File: src/rtl/motor_move_sequencer.sv
// Move sequencer: splits absolute-position moves into bounded, ramped step segments for the
// single-axis step generator and tracks live axis position from the generator's step pulses.
module motor_move_sequencer #(
    parameter int unsigned POS_W          = 19,
    parameter int unsigned SEG_MAX        = 2047,
    parameter logic [15:0] RAMP_START_DIV = 16'hFFFF,
    parameter logic [15:0] RAMP_DEC       = 16'd4096,
    parameter int unsigned ISSUE_TIMEOUT  = 1023
) (
    input  logic             CLK,
    input  logic             reset,
    input  logic             cmd_valid,
    output logic             cmd_ready,
    input  logic [POS_W-1:0] cmd_target,
    input  logic [15:0]      cmd_divider,
    input  logic             abort,
    input  logic             pos_load,
    input  logic [POS_W-1:0] pos_load_value,
    output logic [10:0]      gen_steps_to_go,
    output logic             gen_dir_input,
    output logic [15:0]      gen_divider,
    input  logic             gen_active,
    input  logic             gen_step,
    input  logic             gen_dir,
    output logic [POS_W-1:0] cur_position,
    output logic             busy,
    output logic             done,
    output logic             timeout_err
);

    localparam int unsigned SEG_W   = 11;
    localparam int unsigned DIV_W   = 16;
    localparam int unsigned DELTA_W = POS_W + 1;
    localparam int unsigned WAIT_W  = $clog2(ISSUE_TIMEOUT + 1);

    typedef enum logic [1:0] {
        S_IDLE  = 2'd0,
        S_CALC  = 2'd1,
        S_ISSUE = 2'd2,
        S_RUN   = 2'd3
    } state_t;

    state_t state, state_nxt;

    logic [POS_W-1:0]   target_r, target_nxt;
    logic [DIV_W-1:0]   cruise_r, cruise_nxt;
    logic [DELTA_W-1:0] remaining, remaining_nxt;
    logic [WAIT_W-1:0]  wait_cnt, wait_nxt;
    logic               abort_latched, abort_nxt;
    logic               step_q;
    logic [SEG_W-1:0]   steps_nxt;
    logic               dir_in_nxt;
    logic [DIV_W-1:0]   divider_nxt;
    logic [POS_W-1:0]   position_nxt;
    logic               done_nxt;
    logic               timeout_nxt;

    logic               accept;
    logic [DELTA_W-1:0] delta;
    logic [DELTA_W-1:0] delta_mag;
    logic               delta_zero;
    logic [DIV_W-1:0]   start_div;
    logic               issue_expired;
    logic               stop_after_seg;

    function automatic logic [SEG_W-1:0] seg_len(input logic [DELTA_W-1:0] rem);
        if (rem >= DELTA_W'(SEG_MAX)) return SEG_W'(SEG_MAX);
        return SEG_W'(rem);
    endfunction

    // Ramp step toward cruise: subtract saturates at zero, then floor at the cruise divider.
    function automatic logic [DIV_W-1:0] ramp_next(input logic [DIV_W-1:0] cur,
                                                  input logic [DIV_W-1:0] cruise);
        logic [DIV_W-1:0] dec;
        dec = (cur >= RAMP_DEC) ? (cur - RAMP_DEC) : '0;
        return (dec > cruise) ? dec : cruise;
    endfunction

    assign cmd_ready      = (state == S_IDLE) & ~pos_load;
    assign busy           = (state != S_IDLE);
    assign accept         = cmd_ready & cmd_valid;
    assign delta          = {target_r[POS_W-1], target_r} - {cur_position[POS_W-1], cur_position};
    assign delta_mag      = delta[DELTA_W-1] ? (~delta + DELTA_W'(1)) : delta;
    assign delta_zero     = (delta == '0);
    assign start_div      = (cruise_r > RAMP_START_DIV) ? cruise_r : RAMP_START_DIV;
    assign issue_expired  = (wait_cnt == WAIT_W'(ISSUE_TIMEOUT));
    assign stop_after_seg = (remaining == '0) | abort_latched | abort;

    // State register
    always_ff @(posedge CLK or posedge reset) begin
        if (reset) state <= S_IDLE;
        else       state <= state_nxt;
    end

    // Next-state logic
    always_comb begin
        state_nxt = state;
        case (state)
            S_IDLE:  if (accept) state_nxt = S_CALC;
            S_CALC:  state_nxt = delta_zero ? S_IDLE : S_ISSUE;
            S_ISSUE: begin
                if (gen_active)         state_nxt = S_RUN;
                else if (issue_expired) state_nxt = S_IDLE;
            end
            S_RUN:   if (!gen_active) state_nxt = stop_after_seg ? S_IDLE : S_ISSUE;
            default: state_nxt = S_IDLE;
        endcase
    end

    // Output and datapath next values; gen_divider doubles as the ramp state
    always_comb begin
        target_nxt    = target_r;
        cruise_nxt    = cruise_r;
        remaining_nxt = remaining;
        wait_nxt      = wait_cnt;
        abort_nxt     = abort_latched;
        steps_nxt     = gen_steps_to_go;
        dir_in_nxt    = gen_dir_input;
        divider_nxt   = gen_divider;
        done_nxt      = 1'b0;
        timeout_nxt   = timeout_err;
        position_nxt  = cur_position;

        case (state)
            S_IDLE: begin
                if (accept) begin
                    target_nxt  = cmd_target;
                    cruise_nxt  = cmd_divider;
                    abort_nxt   = 1'b0;
                    timeout_nxt = 1'b0;
                end
            end
            S_CALC: begin
                if (delta_zero) begin
                    done_nxt = 1'b1;
                end else begin
                    remaining_nxt = delta_mag;
                    steps_nxt     = seg_len(delta_mag);
                    dir_in_nxt    = ~delta[DELTA_W-1];
                    divider_nxt   = start_div;
                    wait_nxt      = '0;
                end
            end
            S_ISSUE: begin
                if (gen_active) begin
                    steps_nxt     = '0;
                    remaining_nxt = remaining - DELTA_W'(gen_steps_to_go);
                end else if (issue_expired) begin
                    steps_nxt   = '0;
                    timeout_nxt = 1'b1;
                    done_nxt    = 1'b1;
                end else begin
                    wait_nxt = wait_cnt + WAIT_W'(1);
                end
            end
            S_RUN: begin
                if (!gen_active) begin
                    if (stop_after_seg) begin
                        done_nxt = 1'b1;
                    end else begin
                        steps_nxt   = seg_len(remaining);
                        divider_nxt = ramp_next(gen_divider, cruise_r);
                        wait_nxt    = '0;
                    end
                end
            end
            default: ;
        endcase

        if ((state != S_IDLE) && abort) abort_nxt = 1'b1;

        // Position: a load in IDLE overrides any concurrent step edge
        if ((state == S_IDLE) && pos_load) begin
            position_nxt = pos_load_value;
        end else if (gen_step && !step_q) begin
            position_nxt = gen_dir ? (cur_position + POS_W'(1)) : (cur_position - POS_W'(1));
        end
    end

    // Datapath and output registers
    always_ff @(posedge CLK or posedge reset) begin
        if (reset) begin
            target_r        <= '0;
            cruise_r        <= '0;
            remaining       <= '0;
            wait_cnt        <= '0;
            abort_latched   <= 1'b0;
            step_q          <= 1'b0;
            gen_steps_to_go <= '0;
            gen_dir_input   <= 1'b0;
            gen_divider     <= '0;
            cur_position    <= '0;
            done            <= 1'b0;
            timeout_err     <= 1'b0;
        end else begin
            target_r        <= target_nxt;
            cruise_r        <= cruise_nxt;
            remaining       <= remaining_nxt;
            wait_cnt        <= wait_nxt;
            abort_latched   <= abort_nxt;
            step_q          <= gen_step;
            gen_steps_to_go <= steps_nxt;
            gen_dir_input   <= dir_in_nxt;
            gen_divider     <= divider_nxt;
            cur_position    <= position_nxt;
            done            <= done_nxt;
            timeout_err     <= timeout_nxt;
        end
    end

endmodule

File: config.mk
export PLATFORM = sky130hd
export DESIGN_NAME = motor_move_sequencer
export DESIGN_NICKNAME = d
export VERILOG_FILES = /design/src/rtl/motor_move_sequencer.sv
export SDC_FILE = /design/constraint.sdc
export NUM_CORES = 1
export LEC_CHECK = 0
export CAP_MARGIN = 20
export CORE_ASPECT_RATIO = 0.8
export CORE_UTILIZATION = 62
export DETAILED_ROUTE_END_ITERATION = 12
export PLACE_DENSITY = 0.9
export SYNTH_ARGS = -nofsm -noshare
export SYNTH_HDL_FRONTEND = slang
export SYNTH_SLANG_ARGS = --single-unit
File: constraint.sdc
create_clock -name CLK -period 11.7 [get_ports CLK]
set_input_delay 2.925 -clock CLK [delete_from_list [all_inputs] [get_ports CLK]]
set_output_delay 2.925 -clock CLK [all_outputs]
set_load 0.01 [all_outputs]
==> key figures <==
Synthesis
  • Post-Synth Simple-Gate Area: 21.4%
  • Largest family of logic cells by synthesized area: compound AO/OA/AOI/OAI gates
  • Synthesized instance count: 1128
  • Complex-gate fraction of the synthesized area: 24.4%
  • Sequential area share after synthesis: 32.6%
  • Post-Syn Area: 9070 um^2
  • Ys flop type: dfrtp_1
  • Post-Synth XOR/XNOR Area: 5.02%
  • Yosys reg bits: 118
  • Multiplexer area fraction after synthesis: 1.45%
  • Area fraction of the dominant cell type after synthesis: 32.6%
  • Number of synthesized flops with an enable pin: 0
  • Area share of fa/ha/maj cells after synthesis: 9.91%
  • Cell variety after synth: 81
  • Syn avg cell area: 8.04 um^2
  • Post-synth top area cell: dfrtp_1
  • Synth async-reset ratio: 100%
  • Yosys warning count: 0
  • Area contributors post-synth: dfrtp_1 (33%), ha_1 (9.2%), o21ai_0 (6.6%)
  • Net Count, Synth: 1260

Worst setup path
  • CP max-delay cell: clkdlybuf4s50_1
  • Setup crit end kind: output port
  • Crit-path cells: clkdlybuf4s50_1 -> nor2_1 -> clkdlybuf4s50_1
  • WP data required: 8.78 ns
  • Startpoint Class: input pin
  • Top cell by count, worst path: clkdlybuf4s50_1
  • Worst EP arrival: 4.29 ns
  • Critical-path maximum fanout: 3
  • WS Path Type: in -> out
  • Crit path largest cell delay: 0.60 ns

Drt
  • Drt initial violations: 941
  • Vias per inst: 6.24
  • Via count: 8842
  • DR pass1 iterations: 5
  • WL per Instance: 16.9 um
  • ANT nets after route: 0
  • DRC: 0
  • Routed wire length: 24000 um

Clocking
  • Cts bufs inserted: 17
  • Postcts setup bufs: 0
  • Clock Latency Late Sink: 0.44 ns
  • Root Driver: clkbuf_16
  • H-tree Lvls: 4
  • CTS Hold Bufs: 0
  • Clock buffer depth: 2
  • TritonCTS clock tree: yes
  • Reg clk slew, reported paths: 0.06 ns
  • CTS Sinks: 118
  • Post-CTS sizing: 0

Layout
  • Share of layout cells above drive strength 1: 4.86%
  • Area Overhead vs Synth: 19.8%
  • Post-layout nets: 1353
  • # diodes: 0

Global route
  • First-pass GRT wire length: 39900 um
  • All-Layer GR Usage: 33.6%
  • Total gr overflow: 0
  • Pin count of the biggest net entering global routing: 63
  • Vias in the first global route: 8478
  • Initial antenna violation count: 0

Run status
  • Status: completed

Flow run
  • Max Cap Viol: 0

Place
  • Routability Congestion: 0.878
  • Port bufs: 112
  • HPWL Detailed: 16900 um

STA
  • Endpoints failing hold: 0
  • Tmin final: 7.22 ns
  • Slew @ Worst Pin: 1.05 ns
  • Setup TNS Final: 0 ns
  • Setup violators final: 0
  • Max_slew headroom: 29.8%
  • Final period utilization: 61.7%
  • Unrepaired setup endpoints after global routing: false
  • Final Skew: 0.0132 ns
  • Fmax: 139 MHz
  • Final Max Slew Viols: 0

Die
  • # rows: 39
  • Top Ports: 113
  • Initial Util: 63.4%
  • Die width: 137 um
  • Core footprint: 14300 um^2
  • Die Area: 15100 um^2
  • Die H: 110 um

Hold path
  • Hold Path Class: reg -> reg
## routing by layer
metal / routed length [um] / vias to the layer above / share of wire [%] / global-route usage [%]
met4: 476 / 0 / 2.0 / 11.5
met2: 11400 / 364 / 47 / 56.3
li1: - / 4194 / - / -
met5: 0 / - / 0 / 0
met1: 10500 / 4231 / 44 / 43.4
met3: 1660 / 53 / 6.9 / 6.95
## registers in the layout, summed over array words and instances (netlist names)
signal and count:
gen_steps_to_go 11, step_q 1, gen_dir_input 1, timeout_err 1, state 2, target_r 19, remaining 20, gen_divider 16
cur_position 19, done 1, abort_latched 1, wait_cnt 10, cruise_r 16
## cells in the mapped netlist (11+ instances only)
master	instances
dfrtp_1	118
xor2_1	23
nor3_1	18
a21oi_1	81
nand3_1	16
inv_1	74
mux2i_1	12
a31oi_1	20
nand2b_1	30
ha_1	67
and2_1	11
o21ai_0	120
nand2_1	153
nor4_1	12
xnor2_1	29
nor2b_1	24
and3_1	12
nor2_1	87
clkbuf_1	39
a21o_1	22
o2bb2ai_1	15
## cell usage in the layout, fill, tap and decap left out, types with 15 or more instances in the layout
cell type and instances:
inv_1 73, nand2_1 153, xor2_1 23, ha_1 67, clkbuf_16 17, dfrtp_1 118
xnor2_1 29, o21ai_0 120, a21oi_1 81, nor2b_1 24, o2bb2ai_1 15, a31oi_1 20
nand3_1 16, nor2_1 86, a21o_1 22, nand2b_1 30, clkdlybuf4s50_1 112, nor3_1 18
## worst max-delay path, delay by kind of cell
kind          cells  cell delay [ns]
simple gates      1             0.30
buf+inv           2             1.06
## cells by family after synthesis
family / count (synthesis)
AOI/OAI and AO/OA: 349
xor gates and xnor gates: 52
adders and majority gates: 70
buffers and inverters: 121
DFF: 118
muxes: 13
and+or+nand+nor: 405
## path summary, 6_finish.rpt
| path | start | slack, ns | cells after the start | end |
|---|---|---|---|---|
| setup / recovery | pos_load | 4.48 | 3 | cmd_ready |
| hold / removal | target_r[9]$_DFFE_PP0P_ | 0.48 | 2 | target_r[9]$_DFFE_PP0P_ |
| setup reg to reg | cur_position[0]$_DFFE_PP0P_ | 6.61 | 14 | gen_divider[3]$_DFFE_PP0P_ |
| hold reg to reg | target_r[9]$_DFFE_PP0P_ | 0.48 | 2 | target_r[9]$_DFFE_PP0P_ |
| max in group asynchronous | reset | 7.44 | 3 | remaining[7]$_DFFE_PP0P_ |
| min in group asynchronous | reset | 2.97 | 2 | step_q$_DFF_PP0_ |
## per-stage QoR
step | util [%] | instances | area, um^2 | worst slack (ns) | hold slack (ns)
after floorplan | - | 1128 | 9070 | 5.63 | 0.440
after global placement | 71.8 | 1383 | 10300 | 4.50 | 0.463
after detailed placement | 71.9 | 1384 | 10300 | 4.50 | 0.472
after CTS | 75.9 | 1416 | 10800 | 4.48 | 0.485
after global routing | 76.0 | 1418 | 10900 | 4.46 | 0.514
final | 76.0 | 1418 | 10900 | 4.48 | 0.485
## layout make-up
cell class | instances | area (um^2)
flip-flops and latches | 118 | 2950
clock buffers | 22 | 474
clock inverters | 10 | 97.6
fillers | 1004 | 3430
multi-input cells | 889 | 5640
inverters | 74 | 280
repair buffers | 121 | 1190
well taps | 184 | 230
Power is not shown: default switching activity piles up to over one toggle a cycle in this logic, so the estimate is an artifact.
